File: config.mk
export PLATFORM = sky130hd
export DESIGN_NAME = mem_port_arbiter
export DESIGN_NICKNAME = d
export VERILOG_FILES = /design/src/rtl/mem_port_arbiter_pkg.sv /design/src/rtl/mem_port_arbiter_watchdog.sv /design/src/rtl/mem_port_arbiter.sv
export SDC_FILE = /design/constraint.sdc
export NUM_CORES = 1
export LEC_CHECK = 0
export CORE_MARGIN = 2
export CORE_UTILIZATION = 47
export CTS_BUF_LIST = sky130_fd_sc_hd__clkbuf_8
export CTS_CLUSTER_DIAMETER = 80
export DETAILED_ROUTE_END_ITERATION = 10
export GPL_ROUTABILITY_DRIVEN = 0
export GPL_TIMING_DRIVEN = 0
export HOLD_SLACK_MARGIN = 0.02
export PLACE_DENSITY = 0.89
export SLEW_MARGIN = 20
export SYNTH_ARGS = -nofsm -noshare
export SYNTH_HDL_FRONTEND = slang
export SYNTH_HIERARCHICAL = 1
export SYNTH_SLANG_ARGS = --single-unit
export TNS_END_PERCENT = 1
File: constraint.sdc
create_clock -name clk -period 4.8 [get_ports clk]
set_input_delay 0.48 -clock clk [delete_from_list [all_inputs] [get_ports clk]]
set_output_delay 0.48 -clock clk [all_outputs]
set_load 0.01 [all_outputs]
File: src/rtl/mem_port_arbiter_pkg.sv
// Shared types and constants for the IF/MEM memory port arbiter.
package mem_port_arbiter_pkg;

    typedef enum logic [1:0] {
        ArbIdle = 2'd0,
        ArbBusy = 2'd1,
        ArbDone = 2'd2
    } arb_state_e;

    typedef enum logic {
        OwnerIf  = 1'b0,
        OwnerMem = 1'b1
    } owner_e;

    localparam logic [31:0] BusErrData = 32'hDEAD_BEEF;
    localparam logic [3:0]  SelAll     = 4'hF;

    // A zero timeout still needs a one-bit counter to keep the vector legal.
    function automatic int unsigned cnt_width(input int unsigned timeout);
        return (timeout == 32'd0) ? 32'd1 : $clog2(timeout + 32'd1);
    endfunction

endpackage

File: src/rtl/mem_port_arbiter_watchdog.sv
// Saturating bus watchdog: counts un-acked BUSY cycles and flags expiry at TIMEOUT.
module bus_watchdog
    import mem_port_arbiter_pkg::*;
#(
    parameter int unsigned TIMEOUT = 255
) (
    input  logic clk,
    input  logic rst,
    input  logic clear,
    input  logic enable,
    output logic expired
);

    localparam int unsigned     CntW  = cnt_width(TIMEOUT);
    localparam logic [CntW-1:0] Limit = CntW'(TIMEOUT);
    localparam logic [CntW-1:0] One   = CntW'(32'd1);

    logic [CntW-1:0] cnt_r;
    logic            sat_s;

    assign sat_s   = (cnt_r == Limit);
    assign expired = (TIMEOUT != 32'd0) && sat_s;

    // Counter holds at the limit so a long stall can never wrap to a false restart.
    always_ff @(posedge clk or negedge rst) begin
        if (!rst) begin
            cnt_r <= '0;
        end else if (clear) begin
            cnt_r <= '0;
        end else if (enable && !sat_s) begin
            cnt_r <= cnt_r + One;
        end
    end

endmodule

File: src/rtl/mem_port_arbiter.sv
// Shares one bus master port between IF and MEM with fixed MEM priority,
// flush-driven result discard and a watchdog-forced error completion.
module mem_port_arbiter
    import mem_port_arbiter_pkg::*;
#(
    parameter int unsigned TIMEOUT = 255
) (
    input  logic        clk,
    input  logic        rst,
    input  logic        flush_i,
    input  logic        if_req_i,
    input  logic [31:0] if_addr_i,
    output logic [31:0] if_rdata_o,
    output logic        if_ready_o,
    input  logic        mem_req_i,
    input  logic        mem_we_i,
    input  logic [3:0]  mem_sel_i,
    input  logic [31:0] mem_addr_i,
    input  logic [31:0] mem_wdata_i,
    output logic [31:0] mem_rdata_o,
    output logic        mem_ready_o,
    output logic        stallreq_if_o,
    output logic        stallreq_mem_o,
    output logic        bus_req_o,
    output logic        bus_we_o,
    output logic [3:0]  bus_sel_o,
    output logic [31:0] bus_addr_o,
    output logic [31:0] bus_wdata_o,
    input  logic [31:0] bus_rdata_i,
    input  logic        bus_ack_i,
    output logic        bus_err_o
);

    arb_state_e  state_r;
    owner_e      owner_r;
    logic        discard_r;
    logic        bus_req_r;
    logic        bus_we_r;
    logic        bus_err_r;
    logic [3:0]  bus_sel_r;
    logic [31:0] bus_addr_r;
    logic [31:0] bus_wdata_r;
    logic [31:0] if_rdata_r;
    logic [31:0] mem_rdata_r;
    logic        wd_clear_s;
    logic        wd_enable_s;
    logic        wd_expired_s;
    logic        if_ready_s;
    logic        mem_ready_s;

    assign wd_clear_s  = (state_r != ArbBusy);
    assign wd_enable_s = (state_r == ArbBusy) && !bus_ack_i;

    bus_watchdog #(
        .TIMEOUT (TIMEOUT)
    ) u_watchdog (
        .clk     (clk),
        .rst     (rst),
        .clear   (wd_clear_s),
        .enable  (wd_enable_s),
        .expired (wd_expired_s)
    );

    // Arbitration FSM with all bus-side and rdata outputs registered.
    always_ff @(posedge clk or negedge rst) begin
        if (!rst) begin
            state_r     <= ArbIdle;
            owner_r     <= OwnerIf;
            discard_r   <= 1'b0;
            bus_req_r   <= 1'b0;
            bus_we_r    <= 1'b0;
            bus_err_r   <= 1'b0;
            bus_sel_r   <= 4'h0;
            bus_addr_r  <= 32'h0;
            bus_wdata_r <= 32'h0;
            if_rdata_r  <= 32'h0;
            mem_rdata_r <= 32'h0;
        end else begin
            case (state_r)
                ArbIdle: begin
                    bus_err_r <= 1'b0;
                    // A request seen during flush belongs to a squashed instruction.
                    if (!flush_i && mem_req_i) begin
                        owner_r     <= OwnerMem;
                        bus_addr_r  <= mem_addr_i;
                        bus_we_r    <= mem_we_i;
                        bus_sel_r   <= mem_sel_i;
                        bus_wdata_r <= mem_wdata_i;
                        bus_req_r   <= 1'b1;
                        discard_r   <= 1'b0;
                        state_r     <= ArbBusy;
                    end else if (!flush_i && if_req_i) begin
                        owner_r     <= OwnerIf;
                        bus_addr_r  <= if_addr_i;
                        bus_we_r    <= 1'b0;
                        bus_sel_r   <= SelAll;
                        bus_wdata_r <= 32'h0;
                        bus_req_r   <= 1'b1;
                        discard_r   <= 1'b0;
                        state_r     <= ArbBusy;
                    end
                end
                ArbBusy: begin
                    if (flush_i) begin
                        discard_r <= 1'b1;
                    end
                    // Ack takes precedence over a simultaneous watchdog expiry.
                    if (bus_ack_i) begin
                        if (owner_r == OwnerMem) begin
                            mem_rdata_r <= bus_rdata_i;
                        end else begin
                            if_rdata_r <= bus_rdata_i;
                        end
                        bus_req_r <= 1'b0;
                        state_r   <= ArbDone;
                    end else if (wd_expired_s) begin
                        if (owner_r == OwnerMem) begin
                            mem_rdata_r <= BusErrData;
                        end else begin
                            if_rdata_r <= BusErrData;
                        end
                        bus_req_r <= 1'b0;
                        bus_err_r <= 1'b1;
                        state_r   <= ArbDone;
                    end
                end
                ArbDone: begin
                    bus_err_r <= 1'b0;
                    state_r   <= ArbIdle;
                end
                default: begin
                    bus_req_r <= 1'b0;
                    bus_err_r <= 1'b0;
                    state_r   <= ArbIdle;
                end
            endcase
        end
    end

    // Completion pulse is suppressed by a pending discard or a flush in the DONE cycle.
    always_comb begin
        if_ready_s  = 1'b0;
        mem_ready_s = 1'b0;
        if ((state_r == ArbDone) && !discard_r && !flush_i) begin
            if (owner_r == OwnerMem) begin
                mem_ready_s = 1'b1;
            end else begin
                if_ready_s = 1'b1;
            end
        end else begin
            if_ready_s  = 1'b0;
            mem_ready_s = 1'b0;
        end
    end

    assign if_ready_o     = if_ready_s;
    assign mem_ready_o    = mem_ready_s;
    assign stallreq_if_o  = rst & if_req_i & ~if_ready_s;
    assign stallreq_mem_o = rst & mem_req_i & ~mem_ready_s;
    assign if_rdata_o     = if_rdata_r;
    assign mem_rdata_o    = mem_rdata_r;
    assign bus_req_o      = bus_req_r;
    assign bus_we_o       = bus_we_r;
    assign bus_sel_o      = bus_sel_r;
    assign bus_addr_o     = bus_addr_r;
    assign bus_wdata_o    = bus_wdata_r;
    assign bus_err_o      = bus_err_r;

endmodule

==> metrics.csv, run 1 <==
metric,value,unit
Synth Net Count,575,
Crit path required time,4.32,ns
TritonCTS Buffers,17,
remaining antenna violation count,0,
Nets,873,
Leak Pwr,3.96,nW
Final Cycle Share,66.3,%
die height,119,um
Clock power frac,20.5,%
crit end category,output port,
Area contributors post-synth,"dfrtp_1 59%, mux2_2 23%, a22o_1 4.8%, nand2b_1 2.7%, buf_2 1.1%",
Synth Area per Inst,14.3,sq um
Rel. slew slack,55.2,%
setup TNS,0,ns
clk_lat worst skew,0.46,ns
RSZ-0062 raised after global routing,false,
# setup viols final,0,
CTS tree,done,
CTS clock-pin slew for the worst setup and hold paths,0.08,ns
sw frac,29.7,%
CTS HTree Levels,4,
register area share after synthesis,59.0,%
status,"complete, no violations",
CTS sink cnt,147,
Final Hold Fails,0,
grt total ovfl,0,
asr flop ratio synth,100,%
Worst Setup Start Kind,input port,
Setup CP Type,in2out,
Max Transition Viols Final,0,
"area leader, netlist",dfrtp_1,
Least-Margin Pin Slew,0.668,ns
"count leader, synth",dfrtp_1,
synthesized instance count,435,
global-route wire length before repair,28.0,mm
top_reg_cell synth,dfrtp_1,
top-area cell type share of the netlist area,59.0,%
YS warnings,6,
DR vias/cell,5.23,
fraction of layout cells with a size suffix above 1,25.3,%
WL final,18.0,mm
# diodes,0,
Via Count,4818,
die area,14200,sq um
largest net degree at the start of global routing,78,
clk_skew,0.00653,ns
CP Max Fanout,77,
wire per inst,19.5,um
Tightest Hold Check Type,reg2reg,
Flop pwr share,39.3,%
DR pass1 iterations,4,
Total Power,5.02,mW
Int Power,3.53,mW
Comb pwr share,40.2,%
Psw,1.49,mW
initial antenna violation count,0,
core area,13100,sq um
Fmax,314,MHz
Tot GR Track Use,25.9,%
worst path arrival time,2.70,ns
Cell variety after synth,42,
IO buf count,277,
post-DP HPWL,13.7,mm
Fin Hold WS,0.496,ns
post-cts repair resize count,0,
DR iter-0 viols,229,
Worst IR Drop VDD,0.000350,V
maxcap violations,0,
vias in the first global route,5268,
Root Buffer,clkbuf_8,
initial core utilization,47.7,%
hold_buf cts,1,
Ports,278,
Tmin final,3.18,ns
# DRC,0,
cell row count,42,
"FF+latch count, synth",147,
final core occ,74.1,%
Post-synth EDFFs,0,
die width,119,um
post-CTS setup buffer count,0,
Post-synth top cells,"147 x dfrtp_1, 127 x mux2_2, 34 x a22o_1",
power per cell area,518,nW/um^2
area growth from synthesis to layout,55.5,%
clock buffer depth,2,
Mapped Area,6240,sq um
[registers in the layout, indices dropped and copies added, names as in the netlist]
| name | cells |
|---|---|
| if_rdata_o | 32 |
| bus_err_o | 1 |
| mem_rdata_o | 32 |
| u_watchdog/cnt_r | 8 |
| bus_we_o | 1 |
| owner_r | 1 |
| discard_r | 1 |
| state_r | 2 |
| bus_req_o | 1 |
| bus_sel_o | 4 |
| bus_addr_o | 32 |
| bus_wdata_o | 32 |
[critical path, cell delays in order]
cell             delay, ns
dlygate4sd3_1         0.56
buf_8                 0.43
buf_16                0.36
nand2_1               0.10
nor2_1                0.10
clkdlybuf4s50_1       0.57
[layout by cell type, fill, tap and decap left out, drive strengths merged, types with 5 or more instances in the layout]
master / count
dfrtp: 147
mux2: 130
nor2: 8
clkbuf: 21
a22o: 34
and2: 10
buf: 22
inv: 5
nand2b: 27
clkdlybuf4s50: 276
nand2: 5
clkinvlp: 5
[final cells by class]
| cell class | instances | area, sq um |
|---|---|---|
| Fill cell | 799 | 3380 |
| Clock buffer | 17 | 234 |
| Sequential cell | 147 | 3680 |
| Clock inverter | 15 | 193 |
| Inverter | 3 | 11.3 |
| Multi-Input combinational cell | 261 | 2410 |
| Buffer | 24 | 141 |
| Timing Repair Buffer | 279 | 2820 |
| Tap cell | 176 | 220 |
[routing by layer]
metal / GRT usage, % / vias up / routed length, um
li1: - / 2168 / -
met1: 27.3 / 2380 / 6610
met2: 46.2 / 236 / 9290
met3: 10.4 / 34 / 1690
met4: 9.60 / 0 / 383
met5: 0 / - / 0
[power by group through the flow]
stage	combinational, mW	sequential, mW	clock (mW)
floorplan	0.561	2.17	0
CTS	2.04	1.97	1.05
global route	2.14	2.02	1.11
finish	2.02	1.97	1.03
global placement	1.98	1.95	0
detailed placement	2.02	1.99	0
[path summary, 6_finish.rpt]
kind | from | endpoint | slack (ns) | depth (start not counted)
max | rst | stallreq_if_o | 1.62 | 6
max in group asynchronous | rst | bus_sel_o[0]$_DFFE_PN0P_ | 3.47 | 3
min in group asynchronous | rst | if_rdata_o[27]$_DFFE_PN0P_ | 0.57 | 2
min reg2reg | bus_req_o$_DFFE_PN0P_ | bus_req_o$_DFFE_PN0P_ | 0.50 | 1
min | bus_req_o$_DFFE_PN0P_ | bus_req_o$_DFFE_PN0P_ | 0.50 | 1
max reg2reg | u_watchdog/cnt_r[0]$_DFFE_PN0P_ | mem_rdata_o[23]$_DFFE_PN0P_ | 2.33 | 7
[cell families (layout without fill, tap and decap cells)]
group	after synthesis	count (layout)	share of synthesized area, %
AND/OR/NAND/NOR	74	74	7.54
multiplexers	131	131	23.7
flip-flops	147	147	59.0
buffers and inverters	27	338	2.45
adder cells (fa/ha/maj)	1	1	0.201
AO/OA/AOI/OAI	55	55	7.16
[metrics by stage]
stage                     cells  cell area, sq um  worst slack (ns)
after floorplan             435              6240              2.68
after global placement      888              9230             -2.40
after detailed placement    889              9260              2.15
after CTS                   922              9700              1.57
after global routing        922              9700              1.42
final                       922              9700              1.62
No activity file was read; power rests on OpenSTA's default activity.
==> run 2: changes to the inputs <==
CORE_UTILIZATION = 39   (was 47)
PLACE_DENSITY = 0.79   (was 0.89)
clock period = 2.6 ns   (was 4.8 ns; I/O delays follow)
==> run 2 against run 1 <==
- total power up 83%
- non-clock buffer count up 1
- core utilization down 12 points
- via count down 2.1%
- worst setup slack worse by 1.5 ns
- register-to-register slack worse by 2.2 ns
- die area up 20%
- first-iteration DRC count down 23%
- sequential share of layout area down 0.25 points
==> metrics.csv, run 2 (synthesis results as in run 1) <==
metric,value,unit,change
Total Power,9.19,mW,+83%
die width,130,um,+9.4%
cell count after placement,929,,+4.5%
Rel. slew slack,49.1,%,-6.1 points
Max Transition Viols Final,0,,unchanged
clk_skew,0.00878,ns,+0.00226 ns
# fillers,1286,,+61%
# diodes,0,,unchanged
clock buffer depth,2,,unchanged
worst flop-to-flop path endpoint,mem_rdata_o[27]$_DFFE_PN0P_,,
Worst Setup SP,u_watchdog/cnt_r[0]$_DFFE_PN0P_,,
Tightest Hold Check Type,in2async,,
fraction of layout cells with a size suffix above 1,25.6,%,+0.23 points
initial core utilization,39.6,%,-8.1 points
grt total ovfl,0,,unchanged
post-DP HPWL,13.4,mm,-2.4%
"Buf+Inv Stages, Crit Path",1,,-3
"reg-to-reg slack, setup",0.15,ns,-2.18 ns
CTS HTree Levels,4,,unchanged
Setup CP Type,reg2reg,,
post-CTS setup buffer count,0,,unchanged
CP Max Fanout,10,,-87%
CTS sink cnt,147,,unchanged
"most common cell after layout, fill and taps aside",clkdlybuf4s50_1,,
Ports,278,,unchanged
Worst path slowest cell,dfrtp_1,,
CTS tree,done,,
global-route wire length before repair,26.1,mm,-6.9%
Root Buffer,clkbuf_8,,
DR vias/cell,4.90,,-6.3%
slowest cell delay on critical path,0.43,ns,-0.14 ns
worst path cell trace,ha_1 > and4_4 > and2_2 > or2_2 > nand3_1 > buf_2 > mux2_2,,
Final Cycle Share,94.2,%,
status,"complete, no violations",,
Worst setup endpoint,mem_rdata_o[27]$_DFFE_PN0P_,,
Crit path required time,2.92,ns,-1.40 ns
# setup viols final,0,,unchanged
CTS clock-pin slew for the worst setup and hold paths,0.08,ns,about the same
wire per inst,18.1,um,-7.4%
Worst Setup Start Kind,flip-flop,,
Crit path depth,7,,+1
Tmin final,2.45,ns,
Tot GR Track Use,20.2,%,-5.6 points
IO buf count,277,,unchanged
die area,17000,sq um,+20%
area growth from synthesis to layout,56.5,%,
Fmax,408,MHz,
Nets,874,,+0.11%
crit end category,flip-flop,,
worst r2r path cells,7,,unchanged
DR iter-0 viols,177,,-23%
setup TNS,0,ns,unchanged
Via Count,4717,,-2.1%
clk_lat worst skew,0.44,ns,-0.02 ns
power per cell area,941,nW/um^2,+82%
# DRC,0,,unchanged
TritonCTS Buffers,17,,unchanged
Worst IR Drop VDD,0.000609,V,+74%
r2r startpoint,u_watchdog/cnt_r[0]$_DFFE_PN0P_,,
die height,130,um,+9.4%
cell row count,46,,+9.5%
WL final,17.4,mm,-3.3%
largest net degree at the start of global routing,97,,+24%
remaining antenna violation count,0,,unchanged
most frequent cells in the layout,"276 x clkdlybuf4s50_1, 147 x dfrtp_1, 127 x mux2_2",,
DR pass1 iterations,4,,unchanged
worst path arrival time,2.77,ns,+0.07 ns
"non-filler cells, final",963,,+4.4%
RSZ-0062 raised after global routing,false,,
Least-Margin Pin Slew,0.758,ns,+0.0908 ns
vias in the first global route,5118,,-2.8%
cell class contributing the biggest share of worst-path delay,simple AND/OR/NAND/NOR gates,,
initial antenna violation count,0,,unchanged
Final Hold Fails,0,,unchanged
maxcap violations,0,,unchanged
core area,15800,sq um,+21%
Leak Pwr,3.97,nW,+0.38%
-- run 2: where the power goes --
part	internal [mW]	switching [mW]	total, mW
registers	3.14	0.483	3.62
clock network	0.958	0.900	1.86
logic	2.35	1.36	3.71
total	6.45	2.75	9.19
-- run 2: cell type report --
class | instances | area [sq um] | share of cell area (%)
plain buffers | 24 | 141 | 1.45
clock buffers | 17 | 234 | 2.40
clock inverters | 15 | 180 | 1.84
inverters | 3 | 11.3 | 0.115
multi-input cells | 261 | 2410 | 24.7
flip-flops and latches | 147 | 3680 | 37.7
well taps | 216 | 270 | 2.77
repair buffers | 280 | 2840 | 29.1
-- run 2: worst min-delay path: stages --
cell           delay [ns]
dlygate4sd3_1        0.56
buf_8                0.13
buf_16               0.24
-- run 2: metrics by stage --
stage                     cell area, sq um  worst slack [ns]  hold slack, ns  utilization (%)
final                                 9770             0.151           0.377             61.9
after detailed placement              9310             0.151           0.201             59.1
after global routing                  9770            0.0417           0.374             61.9
after global placement                9280             -4.41           0.461             58.9
after floorplan                       6240             0.476         -0.0356                -
after CTS                             9770             0.143           0.358             61.9
-- run 2: worst min path at each step --
stage	to	slack, ns	cells after the start
5_1_grt	if_rdata_o[10]$_DFFE_PN0P_	0.37	3
2_1_floorplan	bus_addr_o[0]$_DFFE_PN0P_	-0.04	0
3_5_place_dp	if_rdata_o[3]$_DFFE_PN0P_	0.20	1
3_3_place_gp	bus_req_o$_DFFE_PN0P_	0.46	1
4_1_cts	if_rdata_o[3]$_DFFE_PN0P_	0.36	3
6_report	if_rdata_o[3]$_DFFE_PN0P_	0.38	3
-- run 2: timing repair --
item | CTS | global route
endpoints found under the hold margin | 53 | 0
hold buffers | 2 | 0
resized for setup | 0 | 0
-- run 2: routing by layer --
metal	global-route usage (%)	wire length [um]	share of wire, %
met1	20.7	6200	36
met2	36.2	8770	50
met3	10.3	2140	12
met5	0	0	0
met4	6.20	274	1.6
==> run 3: changes to the inputs <==
ABC_AREA = 0   (was not set)
==> results of run 3 <==
Final layout, timing and power as in run 2 (identical DEF).
